<file path="config.mk">
export PLATFORM = sky130hd
export DESIGN_NAME = xover_coeff_ctrl
export DESIGN_NICKNAME = d
export VERILOG_FILES = /design/src/rtl/xover_coeff_ctrl.sv
export SDC_FILE = /design/constraint.sdc
export NUM_CORES = 2
export LEC_CHECK = 0
export CAP_MARGIN = 20
export CORE_ASPECT_RATIO = 1.5
export CORE_MARGIN = 1
export CORE_UTILIZATION = 35
export CTS_BUF_LIST = sky130_fd_sc_hd__clkbuf_4 sky130_fd_sc_hd__clkbuf_8
export DETAILED_ROUTE_END_ITERATION = 16
export PLACE_DENSITY = 0.58
export SETUP_SLACK_MARGIN = 0.15
export SLEW_MARGIN = 5
export SYNTH_ARGS = -nofsm -noshare
export SYNTH_HDL_FRONTEND = slang
export SYNTH_SLANG_ARGS = --single-unit
</file>
<file path="constraint.sdc">
create_clock -name i_mck -period 52.9 [get_ports i_mck]
set_clock_uncertainty 0.1 [all_clocks]
set_input_delay 7.935 -clock i_mck [delete_from_list [all_inputs] [get_ports i_mck]]
set_output_delay 7.935 -clock i_mck [all_outputs]
set_load 0.01 [all_outputs]
</file>
<file path="src/rtl/xover_coeff_ctrl.sv">
// rtl/xover_coeff_ctrl.sv - crossover biquad coefficient loader with shadow/active banks
// Byte-framed writes land in the shadow bank; a commit copies it to the active bank on a sample boundary.
module xover_coeff_ctrl #(
   parameter int COEFF_NBITS    = 32,
   parameter int NCOEFF         = 20,
   parameter int TIMEOUT_CYCLES = 4096
) (
   input  logic                          i_mck,
   input  logic                          i_rst,
   input  logic [7:0]                    i_byte,
   input  logic                          i_byte_valid,
   output logic                          o_byte_ready,
   input  logic                          i_sample_sync,
   output logic [NCOEFF*COEFF_NBITS-1:0] o_coeffs,
   output logic                          o_commit_pending,
   output logic                          o_commit_done,
   output logic                          o_err
);

   localparam int NBYTES = COEFF_NBITS / 8;
   localparam int AW     = (NCOEFF > 1) ? $clog2(NCOEFF) : 1;
   localparam int BW     = $clog2(NBYTES + 1);
   localparam int GW     = $clog2(TIMEOUT_CYCLES + 1);
   localparam int SW     = COEFF_NBITS - 8;

   typedef enum logic [1:0] {
      S_IDLE        = 2'd0,
      S_ADDR        = 2'd1,
      S_DATA        = 2'd2,
      S_COMMIT_WAIT = 2'd3
   } state_t;

   state_t                 r_state;
   state_t                 w_next;
   logic [COEFF_NBITS-1:0] r_shadow [NCOEFF];
   logic [COEFF_NBITS-1:0] r_active [NCOEFF];
   logic [AW-1:0]          r_addr;
   logic [BW-1:0]          r_bcnt;
   logic [GW-1:0]          r_gap;
   logic [SW-1:0]          r_asm;
   logic                   r_done;
   logic                   r_err;

   logic w_ready;
   logic w_pending;
   logic w_fire;
   logic w_in_frame;
   logic w_timeout;
   logic w_addr_ok;
   logic w_last;
   logic w_commit;
   logic w_bad_addr;

   assign w_fire     = i_byte_valid & w_ready;
   assign w_in_frame = (r_state == S_ADDR) || (r_state == S_DATA);
   assign w_timeout  = w_in_frame && !w_fire && (r_gap == GW'(TIMEOUT_CYCLES - 1));
   assign w_addr_ok  = ({1'b0, i_byte} < 9'(NCOEFF));
   assign w_last     = (r_bcnt == BW'(NBYTES - 1));
   assign w_commit   = (r_state == S_COMMIT_WAIT) && i_sample_sync;
   assign w_bad_addr = (r_state == S_ADDR) && w_fire && !w_addr_ok && (i_byte != 8'hFF);

   always_ff @(posedge i_mck or posedge i_rst) begin
      if (i_rst) begin
         r_state <= S_IDLE;
      end else begin
         r_state <= w_next;
      end
   end

   always_comb begin
      w_next = r_state;
      case (r_state)
         S_IDLE: begin
            if (w_fire && (i_byte == 8'hA5)) w_next = S_ADDR;
         end
         S_ADDR: begin
            if (w_timeout) begin
               w_next = S_IDLE;
            end else if (w_fire) begin
               if (w_addr_ok)               w_next = S_DATA;
               else if (i_byte == 8'hFF)    w_next = S_COMMIT_WAIT;
               else                         w_next = S_IDLE;
            end
         end
         S_DATA: begin
            if (w_timeout || (w_fire && w_last)) w_next = S_IDLE;
         end
         S_COMMIT_WAIT: begin
            if (i_sample_sync) w_next = S_IDLE;
         end
         default: w_next = S_IDLE;
      endcase
   end

   // Ready drops combinationally with reset so no byte is taken while held in reset.
   always_comb begin
      w_ready   = !i_rst && (r_state != S_COMMIT_WAIT);
      w_pending = (r_state == S_COMMIT_WAIT);
   end

   always_ff @(posedge i_mck or posedge i_rst) begin
      if (i_rst) begin
         r_addr <= '0;
         r_bcnt <= '0;
         r_gap  <= '0;
         r_asm  <= '0;
         r_done <= 1'b0;
         r_err  <= 1'b0;
         for (int k = 0; k < NCOEFF; k++) begin
            r_shadow[k] <= '0;
            r_active[k] <= '0;
         end
      end else begin
         r_done <= w_commit;
         r_err  <= w_bad_addr | w_timeout;

         if (!w_in_frame || w_fire || w_timeout) r_gap <= '0;
         else                                    r_gap <= r_gap + 1'b1;

         if ((r_state == S_ADDR) && w_fire && w_addr_ok) begin
            r_addr <= i_byte[AW-1:0];
            r_bcnt <= '0;
         end

         // The final byte bypasses the assembly register straight into the shadow word.
         if ((r_state == S_DATA) && w_fire) begin
            r_bcnt <= r_bcnt + 1'b1;
            r_asm  <= SW'({r_asm, i_byte});
            if (w_last) r_shadow[r_addr] <= {r_asm, i_byte};
         end

         if (w_commit) begin
            for (int k = 0; k < NCOEFF; k++) r_active[k] <= r_shadow[k];
         end
      end
   end

   genvar g;
   generate
      for (g = 0; g < NCOEFF; g++) begin : g_pack
         assign o_coeffs[g*COEFF_NBITS +: COEFF_NBITS] = r_active[g];
      end
   endgenerate

   assign o_byte_ready     = w_ready;
   assign o_commit_pending = w_pending;
   assign o_commit_done    = r_done;
   assign o_err            = r_err;

endmodule
</file>
==> run summary <==
setup TNS - 0 ps
Net Count, Synth - 4385
Initial Util - 35.28%
die area - 144200 um2
worst relative slew slack - 22.36%
die width - 310.3 um
H-Tree Depth - 4
DRC marker count from the first detailed-route iteration - 2200
Gate Count Post-Synth - 4366
Max IR drop VDD - 0.02394 mV
Min-Delay Path Class - flop to flop
Area growth syn-to-layout - 26.33%
Placed Area - 58440 um2
Worst setup EP type - output port
CTS clk-pin slew, worst paths - 60 ps
most common cell after layout, fill and taps aside - nand2_1
power per cell area - 32.32 nW/um2
sequential fraction of the synthesis area - 66.63%
register area - 33260 um2
hold depth - 2
post-detailed-route wirelength per cell - 20.52 um
Final period util - 32.65%
worst reg2reg path depth - 7
Worst Setup Start Kind - primary input
DR vias - 33183
FF+latch count, synth - 1329
GRT Overall Usage - 20.30%
share of layout cells above drive strength 1 - 21.56%
I/O pin cnt - 656
max-slew violation count - 0
Final nets - 5049
Layout fillers - 13243
Synth cell types - 40
CTS Sinks - 1329
grt ovf - 0
post-route cell area - 63050 um2
# hold bufs at CTS - 0
CTS max path bufs - 3
clk root buf - clkbuf_8
drt pass-1 iters - 5
number of gates resized after cts - 0
maxcap violations - 0
CORE AREA - 141500 um2
worst hold start - r_shadow[577]
kind of critical path - primary input to output port
antenna violations before repair - 11
required time of the worst setup path - 44870 ps
RSZ-0062 raised after global routing - no
row cnt - 169
Syn. warnings - 0
placed cells - 6704
Port Buf Inserts - 655
Final GP Congestion - 0.7603
Final Critical Period - 17270 ps
non-filler cells in the finished layout - 7080
leading cell types in the layout, fill and taps excluded - nand2_1, dfrtp_1, clkdlybuf4s50_1
DRC - 0
die height - 464.5 um
Clock Latency Late Sink - 920 ps
maximum clock rate - 0.05790 GHz
syn_area_per_cell - 11.43 um2
Setup Fix Bufs, Post-CTS - 0
cts bufs inserted - 200
global-route wire length before repair - 217700 um
Worst EP arrival - 9230 ps
Mapped Area - 49910 um2
CTS tree - yes
FF-to-FF End - o_coeffs[246]
status - complete, no violations
CP max FO - 5
post-route ant nets - 0
Worst Tran Pin Value - 1165 ps
reg2reg start - r_state[1]
Lkg Pwr - 32.98 nW
vias in the first global route - 33310
Core Util, Final - 44.57%
multi-input logic area - 15580 um2
WL final - 145300 um
dpl hpwl - 88760 um
WHS Endpoint - o_coeffs[33]
R2R Setup Slk - 48210 ps
largest net degree at the start of global routing - 183
vias per cell - 4.687
Setup Viol. Count Final - 0
final hold vios - 0
==> area by class of cell <==
cell class                      instances  area share, %
Tap cell                             1881          3.733
Multi-Input combinational cell       2754          24.71
Timing Repair Buffer                  737          11.62
Clock inverter                         34         0.3929
Antenna cell                            5        0.01984
Sequential cell                      1329          52.75
Inverter                                8        0.07144
Clock buffer                          332          6.701
==> where the power goes <==
group	switching [mW]	total, mW	leakage [nW]	internal [mW]
Combinational	0.0680	0.0845	12.0	0.0164
Clock	0.409	0.914	2.37	0.505
Sequential	0.0174	1.04	18.6	1.02
==> worst max-delay path, cell delays in order <==
cell and delay [ps]:
clkdlybuf4s50_1 550, nor2_1 190, clkdlybuf4s50_1 560
==> cell families after synthesis <==
| family | after synthesis | synth area share, % |
|---|---|---|
| xor gates and xnor gates | 10 | 0.1755 |
| and+or+nand+nor | 2081 | 15.93 |
| DFF | 1329 | 66.63 |
| AOI/OAI and AO/OA | 9 | 0.1178 |
| adders and majority gates | 7 | 0.1755 |
| muxes | 647 | 14.59 |
| buffers and inverters | 283 | 2.374 |
==> cell usage after synthesis (all sizes together) <==
| cell | number | area (um2) |
|---|---|---|
| nor2b | 2 | 12.51 |
| nand2 | 2008 | 7537 |
| nor4b | 1 | 8.760 |
| buf | 64 | 361.6 |
| xnor2 | 7 | 61.31 |
| and4bb | 1 | 12.51 |
| nand4bb | 2 | 22.52 |
| or2 | 1 | 6.260 |
| and3 | 3 | 18.77 |
| nand3b | 1 | 11.26 |
| ha | 7 | 87.58 |
| nand2b | 5 | 31.28 |
| nand4 | 6 | 37.54 |
| nor3b | 1 | 12.51 |
| mux2i | 2 | 20.02 |
| inv | 8 | 30.03 |
| nand3 | 10 | 50.05 |
| nor4 | 1 | 6.260 |
| o311a | 1 | 10.01 |
| o21ai | 4 | 20.02 |
| or4 | 1 | 7.510 |
| a31oi | 1 | 6.260 |
| and2 | 4 | 25.02 |
| mux2 | 645 | 7263 |
| nor2 | 28 | 105.1 |
| a21oi | 1 | 5.000 |
| clkbuf | 211 | 793.3 |
| o41ai | 1 | 8.760 |
| dfrtp | 1329 | 33260 |
| or3b | 1 | 8.760 |
| nor3 | 4 | 30.03 |
| xor2 | 3 | 26.28 |
| and3b | 1 | 8.760 |
| o22a | 1 | 8.760 |
==> state kept, by name, indices dropped and copies added (netlist names) <==
name / flops
r_bcnt: 3
r_shadow: 640
r_gap: 13
r_state: 2
r_asm: 24
o_err: 1
o_commit_done: 1
r_addr: 5
o_coeffs: 640
==> metal layers <==
metal	track usage, %	vias to the layer above	share of wire (%)
met5	0	-	0.018
met4	6.150	4	2.3
met3	6.660	200	8.8
met2	30.13	1041	44
met1	28.04	16748	45
li1	-	15190	-
==> stage by stage <==
step | setup WS [ps] | hold slack (ps) | power, mW
finish | 35630 | 338.3 | 2.038
global route | 35560 | 357.6 | 2.118
CTS | 35610 | 337.4 | 2.069
detailed placement | 35620 | 346.7 | 1.145
global placement | 35630 | 341.5 | 1.141
floorplan | 7401 | 331.5 | 1.098
==> worst max-delay path by stage <==
stage,start,to,cells past startpoint
finish,i_rst,o_byte_ready,3
global route,i_rst,o_byte_ready,3
CTS,i_rst,o_byte_ready,3
detailed placement,i_rst,o_byte_ready,3
global placement,i_rst,o_byte_ready,3
floorplan,i_rst,o_coeffs[0],1
(Power assumes the default switching activity.)
